`src/rtl/uncached_store_buffer.sv`:
```
// Posted-write buffer between the core data port and the AXI adapter data port.
// Uncached stores are acknowledged one cycle after acceptance and drained in
// order. All other requests pass through once the buffer has fully drained.
module uncached_store_buffer #(
  parameter int unsigned DEPTH    = 4,
  parameter int unsigned PASS_MAX = 7
) (
  input  logic        aclk,
  input  logic        aresetn,
  // core side
  input  logic        cpu_req,
  input  logic        cpu_wr,
  input  logic [1:0]  cpu_size,
  input  logic [31:0] cpu_addr,
  input  logic [31:0] cpu_wdata,
  input  logic        cpu_uncached,
  output logic        cpu_addr_ok,
  output logic        cpu_data_ok,
  output logic [31:0] cpu_rdata,
  // adapter side
  output logic        mem_req,
  output logic        mem_wr,
  output logic [1:0]  mem_size,
  output logic [31:0] mem_addr,
  output logic [31:0] mem_wdata,
  output logic        mem_uncached,
  input  logic        mem_addr_ok,
  input  logic        mem_data_ok,
  input  logic [31:0] mem_rdata
);

  localparam int unsigned PW  = $clog2(DEPTH);
  localparam int unsigned CW  = PW + 1;
  localparam int unsigned DCW = 4;

  // FIFO storage (contents need no reset; pointers and count define validity)
  logic [31:0]   fifo_addr_q  [DEPTH];
  logic [31:0]   fifo_wdata_q [DEPTH];
  logic [1:0]    fifo_size_q  [DEPTH];

  logic [PW-1:0] wr_ptr_q, wr_ptr_d;
  logic [PW-1:0] rd_ptr_q, rd_ptr_d;
  logic [CW-1:0] cnt_q, cnt_d;
  logic          ack_q, ack_d;
  logic [2:0]    pass_cnt_q, pass_cnt_d;
  logic [DCW-1:0] drain_cnt_q, drain_cnt_d;

  logic bufferable;
  logic fifo_empty;
  logic fifo_full;
  logic push;
  logic pop;
  logic pass_ok;
  logic pass_req;
  logic pass_hs;
  logic pass_done;
  logic drain_done;

  // Request classification, arbitration and handshakes
  always_comb begin
    bufferable = cpu_wr & cpu_uncached;
    fifo_empty = (cnt_q == '0);
    fifo_full  = (cnt_q == CW'(DEPTH));
    pop        = ~fifo_empty & mem_addr_ok;
    // A full FIFO still accepts when the head leaves in the same cycle.
    push       = cpu_req & bufferable & (pass_cnt_q == '0) & (~fifo_full | pop);
    // Pass-through only once every buffered store has completed and its ack
    // has been delivered, so ack_q and a forwarded data_ok never collide.
    pass_ok    = fifo_empty & (drain_cnt_q == '0) & ~ack_q &
                 (pass_cnt_q < 3'(PASS_MAX));
    pass_req   = cpu_req & ~bufferable & pass_ok;
    pass_hs    = pass_req & mem_addr_ok;
    pass_done  = (pass_cnt_q != '0) & mem_data_ok;
    drain_done = (drain_cnt_q != '0) & mem_data_ok;
  end

  // Core-side responses
  always_comb begin
    cpu_addr_ok = push | pass_hs;
    cpu_data_ok = ack_q | pass_done;
    cpu_rdata   = mem_rdata;
  end

  // Adapter-side request mux: FIFO head has priority over pass-through
  always_comb begin
    mem_req      = 1'b0;
    mem_wr       = 1'b0;
    mem_size     = '0;
    mem_addr     = '0;
    mem_wdata    = '0;
    mem_uncached = 1'b0;
    if (!fifo_empty) begin
      mem_req      = 1'b1;
      mem_wr       = 1'b1;
      mem_size     = fifo_size_q[rd_ptr_q];
      mem_addr     = fifo_addr_q[rd_ptr_q];
      mem_wdata    = fifo_wdata_q[rd_ptr_q];
      mem_uncached = 1'b1;
    end else if (pass_req) begin
      mem_req      = 1'b1;
      mem_wr       = cpu_wr;
      mem_size     = cpu_size;
      mem_addr     = cpu_addr;
      mem_wdata    = cpu_wdata;
      mem_uncached = cpu_uncached;
    end
  end

  // Next-state for pointers, occupancy and outstanding-transaction counters
  always_comb begin
    wr_ptr_d    = wr_ptr_q;
    rd_ptr_d    = rd_ptr_q;
    cnt_d       = cnt_q;
    ack_d       = push;
    pass_cnt_d  = pass_cnt_q;
    drain_cnt_d = drain_cnt_q;

    if (push) wr_ptr_d = wr_ptr_q + PW'(1);
    if (pop)  rd_ptr_d = rd_ptr_q + PW'(1);

    if (push && !pop)      cnt_d = cnt_q + CW'(1);
    else if (!push && pop) cnt_d = cnt_q - CW'(1);

    if (pass_hs && !pass_done)      pass_cnt_d = pass_cnt_q + 3'd1;
    else if (!pass_hs && pass_done) pass_cnt_d = pass_cnt_q - 3'd1;

    if (pop && !drain_done)      drain_cnt_d = drain_cnt_q + DCW'(1);
    else if (!pop && drain_done) drain_cnt_d = drain_cnt_q - DCW'(1);
  end

  // Control state registers
  always_ff @(posedge aclk or negedge aresetn) begin
    if (!aresetn) begin
      wr_ptr_q    <= '0;
      rd_ptr_q    <= '0;
      cnt_q       <= '0;
      ack_q       <= 1'b0;
      pass_cnt_q  <= '0;
      drain_cnt_q <= '0;
    end else begin
      wr_ptr_q    <= wr_ptr_d;
      rd_ptr_q    <= rd_ptr_d;
      cnt_q       <= cnt_d;
      ack_q       <= ack_d;
      pass_cnt_q  <= pass_cnt_d;
      drain_cnt_q <= drain_cnt_d;
    end
  end

  // FIFO entry write on accepted buffered store
  always_ff @(posedge aclk) begin
    if (push) begin
      fifo_addr_q[wr_ptr_q]  <= cpu_addr;
      fifo_wdata_q[wr_ptr_q] <= cpu_wdata;
      fifo_size_q[wr_ptr_q]  <= cpu_size;
    end
  end

endmodule

```
`config.mk`:
```
export PLATFORM = sky130hd
export DESIGN_NAME = uncached_store_buffer
export DESIGN_NICKNAME = d
export VERILOG_FILES = /design/src/rtl/uncached_store_buffer.sv
export SDC_FILE = /design/constraint.sdc
export NUM_CORES = 1
export LEC_CHECK = 0
export BUFFER_PORTS_ARGS = -buffer_cell sky130_fd_sc_hd__buf_2
export CAP_MARGIN = 10
export CORE_MARGIN = 10
export CORE_UTILIZATION = 50
export DETAILED_ROUTE_END_ITERATION = 8
export PLACE_DENSITY = 0.76
export REMOVE_ABC_BUFFERS = 1
export SYNTH_ARGS = -nofsm -noshare
export SYNTH_HDL_FRONTEND = slang
export SYNTH_SLANG_ARGS = --single-unit
```
`constraint.sdc`:
```
create_clock -name aclk -period 3.1 [get_ports aclk]
set_input_delay 0.465 -clock aclk [delete_from_list [all_inputs] [get_ports aclk]]
set_output_delay 0.465 -clock aclk [all_outputs]
set_load 0.02 [all_outputs]
```
==> impl_metrics.json, run 1 <==
{
  "status": "finished, final reports clean",
  "async_reset_ff_share_pct": 5.376,
  "synth_edf_count": 264,
  "critPathArrivalTime_ns": 2.50,
  "hold_violations": 0,
  "path_class": "flop to output pin",
  "chipWidth_um": 170.6,
  "post_cts_buffers": 0,
  "place_ws_ns": 0.5455,
  "drt_iter0_drc": 428,
  "grt_max_degree": 43,
  "rr_startpoint": "cnt_q[0]$_DFFE_PN0P_",
  "die_h_um": 170.6,
  "yosys.area.top_type": "edfxtp_1",
  "setup_viol": 0,
  "grt_usage_pct": 16.40,
  "final_common_cell": "edfxtp_1",
  "cp_max_fo": 28,
  "r2r_setup_slack_ns": 0.53,
  "port_buffers": 143,
  "hp-class": "input port to flop",
  "power_mw": 11.78,
  "synth.distinct_cells": 32,
  "clock-sinks": 279,
  "via_count": 5798,
  "grt_pass1_wl_um": 37080,
  "num_rows": 55,
  "vias_per_cell": 5.941,
  "min_period_ns": 2.967,
  "cp-end-kind": "output pin",
  "final_cell_mix": "edfxtp_1 (264), buf_2 (143), mux4_2 (66), a22o_1 (66), clkbuf_16 (29)",
  "ys_ff_latch": 279,
  "insertion_delay_ns": 0.53,
  "dr.pass1.iters": 4,
  "drc": 0,
  "rsz0062_at_grt": "false",
  "cts_tree": "yes",
  "die_area_um2": 29110,
  "drive_gt1_share_pct": 40.52,
  "crit_path_start": "cnt_q[0]$_DFFE_PN0P_",
  "r2r-end": "pass_cnt_q[2]$_DFFE_PN0P_",
  "post_dp_cell_area_um2": 12230,
  "ys_warn_count": 0,
  "min_period_over_period_pct": 95.71,
  "syn_avg_cell_area_um2": 20.97,
  "htreeDepth": 1,
  "stdcell_area_um2": 13150,
  "layout_setup_ws_ns": 0.1330,
  "start_util_pct": 50.41,
  "holdPathStages": 1,
  "ys_seq_area_share_pct": 73.19,
  "numCtsBuffers": 28,
  "clkTransAtPathRegs_ns": 0.06,
  "syn_to_final_growth_pct": 15.91,
  "diodes": 0,
  "syn-cell-area_um2": 11340,
  "power_leakage_nw": 4.728,
  "ys.flop_type": "edfxtp_1",
  "dpl.hpwl_um": 15360,
  "cts_buffer_depth": 3,
  "grt_pass1_vias": 6413,
  "antenna_found_initial": 1,
  "fmax_ghz": 0.3370,
  "finish.utilization_pct": 58.44,
  "start_kind": "flop",
  "drtAntennaViolNets": 0,
  "ir_drop_v": 0.0005608,
  "grt_overflow_total": 0,
  "synthCells": 541,
  "final_nets": 787,
  "ios": 208,
  "synth_area_leaders": "edfxtp_1 (70%), mux4_2 (13%), a22o_1 (5.1%)",
  "worst-slew-pin-transition_ns": 0.5093,
  "worstRegToRegCells": 9,
  "power_density_nw_per_um2": 895.8,
  "clockRootBuffer": "clkbuf_16",
  "core_area_um2": 22500,
  "clock_skew_ns": 0.01376,
  "cp.required_ns": 2.63,
  "wire_per_inst_um": 24.57,
  "maxCapViolations": 0,
  "slew_viol_final": 0,
  "routabilityCongestion": 0.7395,
  "crit_end": "mem_wdata[6]",
  "synth_top_area_share_pct": 69.88,
  "max-slew-margin-rel_pct": 66.05,
  "routed_wl_um": 23980
}
## cells in the mapped netlist, types with 2 or more instances
cell        n
a21o_1      3
a21oi_1     2
a22o_1     66
and2_1      5
buf_2       7
buf_4      33
buf_6       8
clkbuf_1   14
dfrtp_1    15
edfxtp_1  264
fa_1        3
ha_1        9
inv_1       6
mux2_2      3
mux4_2     66
nand2_1     6
nand3_1     4
nor2_1      2
or3_1       2
xnor2_1     8
xor2_1      4
## what timing repair did
| action | 4_1_cts | 5_1_grt |
|---|---|---|
| hold endpoints to repair | 15 | 0 |
| resized for setup | 1 | 3 |
| hold buffers | 1 | 0 |
| setup endpoints to repair | 37 | 36 |
## final cells by class
type	count	area, um2
clock buffers	34	744.5
well taps	285	356.6
repair buffers	161	952.2
clock inverters	17	158.9
inverters	6	22.52
multi-input cells	194	2605
fillers	1629	9353
flip-flops and latches	279	8310
## how the worst min path moves through the flow
stage	from	endpoint	slack, ns
final	cpu_addr[11]	fifo_addr_q[0][11]$_DFFE_PP_	0.17
after global routing	cpu_wdata[17]	fifo_wdata_q[3][17]$_DFFE_PP_	0.16
after CTS	cpu_wdata[17]	fifo_wdata_q[0][17]$_DFFE_PP_	0.14
after detailed placement	aresetn	ack_q$_DFF_PN0_	0.39
after global placement	aresetn	ack_q$_DFF_PN0_	0.39
after floorplan	aresetn	ack_q$_DFF_PN0_	0.17
## worst max-delay path, cell delays in order, from the launching register on
cell and delay [ns]:
dfrtp_1 0.43, or3_2 0.54, nor3_4 0.28, buf_6 0.30, a22o_1 0.24, buf_2 0.18
## per-stage QoR
stage | setup TNS [ns] | hold WS (ns) | std cells
floorplan | -90.45 | 0.1694 | 479
global placement | 0 | 0.3885 | 924
detailed placement | 0 | 0.3930 | 924
CTS | 0 | 0.1439 | 976
global route | 0 | 0.1559 | 976
finish | 0 | 0.1687 | 976
## cells by family (layout without fill, tap and decap cells)
group                      after synthesis  after routing  synth area share (%)
and+or+nand+nor                         27             27                 1.478
AOI/OAI and AO/OA                       74             74                 5.536
buffers and inverters                   68            218                 3.948
DFF                                    279            279                 73.19
xor gates and xnor gates                12             12                0.9264
muxes                                   69             69                 13.40
adders and majority gates               12             12                 1.522
## layer usage
metal | routed length, um | GRT usage, %
met4 | 264 | 3.318
met3 | 2204 | 5.138
met5 | 13 | 0
met1 | 9697 | 21.49
met2 | 11800 | 26.52
## registers in the layout (all words and copies together) (netlist names), 2 cells and up
signal and flops:
fifo_size_q 8, wr_ptr_q 2, fifo_wdata_q 128, drain_cnt_q 4, rd_ptr_q 2, cnt_q 3
pass_cnt_q 3, fifo_addr_q 128
## power breakdown
| part | switching (mW) | internal, mW | total, mW | leakage [nW] |
|---|---|---|---|---|
| Sequential | 0.234 | 4.29 | 4.52 | 2.55 |
| Combinational | 2.14 | 1.84 | 3.98 | 1.74 |
| Clock | 1.33 | 1.95 | 3.28 | 0.441 |
| Total | 3.70 | 8.08 | 11.8 | 4.73 |
No activity file was read; power rests on OpenSTA's default activity.
==> inputs of run 2 (changes only) <==
--- a/config.mk
+++ b/config.mk
@@ -8,9 +8,11 @@
 export BUFFER_PORTS_ARGS = -buffer_cell sky130_fd_sc_hd__buf_2
 export CAP_MARGIN = 10
 export CORE_MARGIN = 10
-export CORE_UTILIZATION = 50
+export CORE_UTILIZATION = 52
+export CTS_BUF_LIST = sky130_fd_sc_hd__clkbuf_4
 export DETAILED_ROUTE_END_ITERATION = 8
-export PLACE_DENSITY = 0.76
+export PLACE_DENSITY = 0.78
+export RECOVER_POWER = 100
 export REMOVE_ABC_BUFFERS = 1
 export SYNTH_ARGS = -nofsm -noshare
 export SYNTH_HDL_FRONTEND = slang
==> run 2 against run 1 <==
  * Hold slack worse by 0.058 ns
  * Worst setup slack worse by 0.035 ns
  * Global-route usage up 1.8 points
  * Sequential cell count unchanged
  * Sequential power about the same
  * Fmax down 1.2%
  * Clock power down 6.1%
  * Utilization up 4.9 points
  * Sequential share of layout area down 1.4 points
  * Largest power group unchanged
==> impl_metrics.json, run 2 (synthesis results as in run 1) <==
{
  "clock-sinks": 279,
  "status": "finished, final reports clean",
  "cp_max_fo": 17,
  "cp-end-kind": "output pin",
  "r2r_setup_slack_ns": 0.18,
  "via_count": 6181,
  "port_buffers": 143,
  "syn_to_final_growth_pct": 18.46,
  "die_area_um2": 28130,
  "ios": 208,
  "core_area_um2": 21220,
  "critPathArrivalTime_ns": 2.54,
  "finish.utilization_pct": 63.33,
  "drc": 0,
  "clock_skew_ns": 0.04127,
  "htreeDepth": 3,
  "rr_startpoint": "pass_cnt_q[2]$_DFFE_PN0P_",
  "start_util_pct": 53.46,
  "clockRootBuffer": "clkbuf_4",
  "setup_viol": 0,
  "min_period_ns": 3.002,
  "start_kind": "flop",
  "dpl.hpwl_um": 15070,
  "clkTransAtPathRegs_ns": 0.07,
  "fin_cells": 1075,
  "power_mw": 11.76,
  "drtAntennaViolNets": 0,
  "antenna_found_initial": 3,
  "grt_usage_pct": 18.15,
  "hp-class": "input port to flop",
  "fmax_ghz": 0.3331,
  "cts_buffer_depth": 3,
  "wire_per_inst_um": 24.04,
  "reg_top3": "fifo_addr_q x128, fifo_wdata_q x128, fifo_size_q x8",
  "hold_violations": 0,
  "num_rows": 53,
  "final_cell_mix": "edfxtp_1 (264), clkbuf_4 (99), buf_2 (74), clkbuf_1 (69)",
  "worst-slew-pin-transition_ns": 0.9136,
  "crit_end": "mem_addr[15]",
  "grt_max_degree": 49,
  "power_leakage_nw": 4.807,
  "drt_iter0_drc": 451,
  "routed_wl_um": 25840,
  "fin_setup_tns_ns": 0,
  "crit_path_start": "drain_cnt_q[1]$_DFFE_PN0P_",
  "power_density_nw_per_um2": 875.4,
  "dp.cells": 915,
  "final_common_cell": "edfxtp_1",
  "routabilityCongestion": 0.7292,
  "maxCapViolations": 0,
  "ir_drop_v": 0.0005210,
  "die_h_um": 167.7,
  "cts_tree": "yes",
  "path_class": "flop to output pin",
  "r2r-end": "fifo_addr_q[2][9]$_DFFE_PP_",
  "numCtsBuffers": 70,
  "insertion_delay_ns": 0.66,
  "drive_gt1_share_pct": 35.59,
  "max-slew-margin-rel_pct": 39.09,
  "final_nets": 869,
  "grt_overflow_total": 0,
  "worstRegToRegCells": 5,
  "dr.pass1.iters": 5,
  "slew_viol_final": 0,
  "grt_pass1_vias": 6947,
  "grt_pass1_wl_um": 39670,
  "chipWidth_um": 167.7,
  "vias_per_cell": 5.750,
  "min_period_over_period_pct": 96.83,
  "cp.required_ns": 2.63
}
## run 2: critical path, cell delays in order, from the launching register on
cell,delay (ns)
dfrtp_1,0.41
or4_4,0.57
nor3_4,0.17
buf_12,0.18
buf_16,0.18
a22o_1,0.18
buf_2,0.18
## run 2: final cells by class
cell class                 instances  area (um2)
antenna                            2       5.005
multi-input combinational        194        2597
tap                              275       344.1
fill                            1515        7781
clock inverter                    20       155.1
clock buffer                      98       735.7
inverter                           6       22.52
timing repair buffer             201        1269
sequential                       279        8310
## run 2: metrics by stage
stage	hold slack (ns)	area, um2	setup slack (ns)
after floorplan	0.1694	10920	-1.147
after global placement	0.3771	12230	0.6328
after detailed placement	0.4071	12230	0.5612
after CTS	0.00007566	13530	0.0003215
after global routing	0.08975	13440	-0.005986
final	0.1109	13440	0.09821
## run 2: where the power goes
group,switching [mW],internal [mW],total [mW],leakage (nW)
Combinational,2.20,1.95,4.15,1.73
Clock,1.38,1.70,3.08,0.525
Sequential,0.245,4.29,4.53,2.55
## run 2: layer usage
layer	vias to the layer above	GRT usage, %	share of wire [%]
li1	2692	-	-
met1	3151	21.87	39
met2	301	29.21	50
met3	35	7.303	9.6
met4	2	6.132	1.6
met5	-	0	0.050
## run 2: repair_timing
item	CTS	global route
endpoints found under the setup margin	70	68
cloned	3	0
pin swaps	1	1
resized for setup	5	2
hold buffers	28	0
setup buffers	3	6
hold endpoints to repair	90	0
## run 2: how the worst min path moves through the flow
stage                        startpoint                            end  cells after the start
after detailed placement        aresetn           cnt_q[1]$_DFFE_PN0P_                      1
after global placement          aresetn                ack_q$_DFF_PN0_                      1
after global routing        cpu_addr[8]    fifo_addr_q[2][8]$_DFFE_PP_                      1
after floorplan                 aresetn                ack_q$_DFF_PN0_                      0
final                     cpu_wdata[19]  fifo_wdata_q[1][19]$_DFFE_PP_                      1
after CTS                   cpu_addr[9]    fifo_addr_q[1][9]$_DFFE_PP_                      1
==> inputs of run 3 (changes only) <==
--- a/config.mk
+++ b/config.mk
@@ -8,12 +8,12 @@
 export BUFFER_PORTS_ARGS = -buffer_cell sky130_fd_sc_hd__buf_2
 export CAP_MARGIN = 10
 export CORE_MARGIN = 10
-export CORE_UTILIZATION = 52
+export CORE_UTILIZATION = 39
 export CTS_BUF_LIST = sky130_fd_sc_hd__clkbuf_4
 export DETAILED_ROUTE_END_ITERATION = 8
-export PLACE_DENSITY = 0.78
 export RECOVER_POWER = 100
 export REMOVE_ABC_BUFFERS = 1
+export SKIP_CTS_REPAIR_TIMING = 1
 export SYNTH_ARGS = -nofsm -noshare
 export SYNTH_HDL_FRONTEND = slang
 export SYNTH_SLANG_ARGS = --single-unit
==> run 3 against run 2 <==
  * Critical path depth did not move
  * Worst setup slack got worse by 0.040 ns
  * Sequential power fell by 1%
  * Cell area rose by 4.8%
  * Fmax fell by 1.3%
  * Routed wire length rose by 8.3%
  * Largest cell class unchanged
  * Highest routed layer unchanged
==> impl_metrics.json, run 3 (synthesis results as in run 1) <==
{
  "insertion_delay_ns": 0.66,
  "holdPathStages": 1,
  "start_kind": "flop",
  "power_mw": 12.47,
  "clockRootBuffer": "clkbuf_4",
  "final_cell_mix": "edfxtp_1 (264), clkbuf_4 (113), clkbuf_1 (68), mux4_2 (66), a22o_1 (66)",
  "slew_viol_final": 0,
  "final_nets": 880,
  "chipWidth_um": 190.6,
  "ir_drop_v": 0.0004947,
  "min_period_over_period_pct": 98.12,
  "routed_wl_um": 27980,
  "cts_tree": "yes",
  "final_common_cell": "edfxtp_1",
  "num_rows": 62,
  "holdWs_ns": 0.1259,
  "antenna_found_initial": 3,
  "cp_max_fo": 7,
  "dpl.hpwl_um": 15170,
  "dr.pass1.iters": 5,
  "status": "finished, final reports clean",
  "max-slew-margin-rel_pct": 39.38,
  "clkTransAtPathRegs_ns": 0.06,
  "drtAntennaViolNets": 0,
  "place_ws_ns": 0.4650,
  "path_class": "flop to output pin",
  "grt_usage_pct": 14.23,
  "htreeDepth": 3,
  "cp.required_ns": 2.63,
  "power_density_nw_per_um2": 885.5,
  "fin_setup_tns_ns": 0,
  "worst-slew-pin-transition_ns": 0.9093,
  "clock-sinks": 279,
  "ios": 208,
  "reg_top3": "fifo_addr_q x128, fifo_wdata_q x128, fifo_size_q x8",
  "syn_to_final_growth_pct": 24.10,
  "min_period_ns": 3.042,
  "hold_violations": 0,
  "rsz0062_at_grt": "true",
  "fmax_ghz": 0.3288,
  "power_leakage_nw": 4.990,
  "wire_per_inst_um": 23.16,
  "critPathArrivalTime_ns": 2.58,
  "vias_per_cell": 5.193,
  "crit_path_start": "drain_cnt_q[0]$_DFFE_PN0P_",
  "via_count": 6273,
  "core_area_um2": 28700,
  "clock_skew_ns": 0.03602,
  "numCtsBuffers": 77,
  "hp-class": "input port to flop",
  "start_util_pct": 39.52,
  "setup_viol": 0,
  "hold_path_startpoint": "cpu_addr[4]",
  "grt_pass1_vias": 6913,
  "drt_iter0_drc": 396,
  "die_area_um2": 36310,
  "layout_setup_ws_ns": 0.05820,
  "maxCapViolations": 0,
  "rr_startpoint": "drain_cnt_q[0]$_DFFE_PN0P_",
  "cts_buffer_depth": 3,
  "grt_pass1_wl_um": 40000,
  "cp-end-kind": "output pin",
  "grt_overflow_total": 0,
  "drive_gt1_share_pct": 36.84,
  "worstRegToRegCells": 9,
  "port_buffers": 143,
  "die_h_um": 190.6,
  "grt_max_degree": 67,
  "drc": 0,
  "routabilityCongestion": 0.7151
}
run 3: cell count changes in the layout (fill, tap and decap cells not counted), sizes merged:
cell         before  now
clkbuf          171  185
dlygate4sd3      28   35
diode             2    7
buf             100   98
bufinv            3    2
inv               7    8
run 3: final cells by class:
cell class	instances	area, um2
multi-input cells	194	2604
clock buffers	113	848.3
repair buffers	205	1663
inverters	6	22.52
well taps	384	480.5
diodes	7	17.52
fillers	2451	14620
clock inverters	20	130.1
flip-flops and latches	279	8313
run 3: worst paths after layout:
kind	end	slack, ns
worst max-delay path	mem_wdata[18]	0.06
worst min-delay path	fifo_addr_q[0][4]$_DFFE_PP_	0.13
worst max register to register	pass_cnt_q[2]$_DFFE_PN0P_	0.46
worst min register to register	drain_cnt_q[3]$_DFFE_PN0P_	0.49
max in group asynchronous	rd_ptr_q[1]$_DFFE_PN0P_	1.97
min in group asynchronous	pass_cnt_q[0]$_DFFE_PN0P_	0.47
run 3: critical path: stages, from the launching register on:
cell and delay, ns:
dfrtp_2 0.40, or4_4 0.55, nor3_4 0.30, buf_6 0.19
buf_12 0.16, a22o_1 0.18, buf_6 0.13
run 3: where the power goes:
group	total [mW]	leakage (nW)	switching [mW]	internal (mW)
Clock	3.28	0.586	1.45	1.83
Combinational	4.70	1.86	2.36	2.35
Sequential	4.48	2.55	0.190	4.29
Total	12.5	4.99	4.00	8.47
run 3: layer usage:
metal | GRT usage [%] | up-vias | routed length (um)
li1 | - | 2728 | -
met1 | 17.41 | 3261 | 11550
met2 | 22.17 | 256 | 13490
met3 | 6.255 | 26 | 2568
met4 | 4.512 | 2 | 337
met5 | 0.9602 | - | 32
run 3: per-stage QoR:
step	util [%]	area (um2)	instances
6_report	49.05	14080	1208
2_1_floorplan	-	10920	479
3_5_place_dp	42.93	12320	1019
3_3_place_gp	42.93	12320	1019
4_1_cts	46.34	13300	1152
5_1_grt	49.04	14080	1207
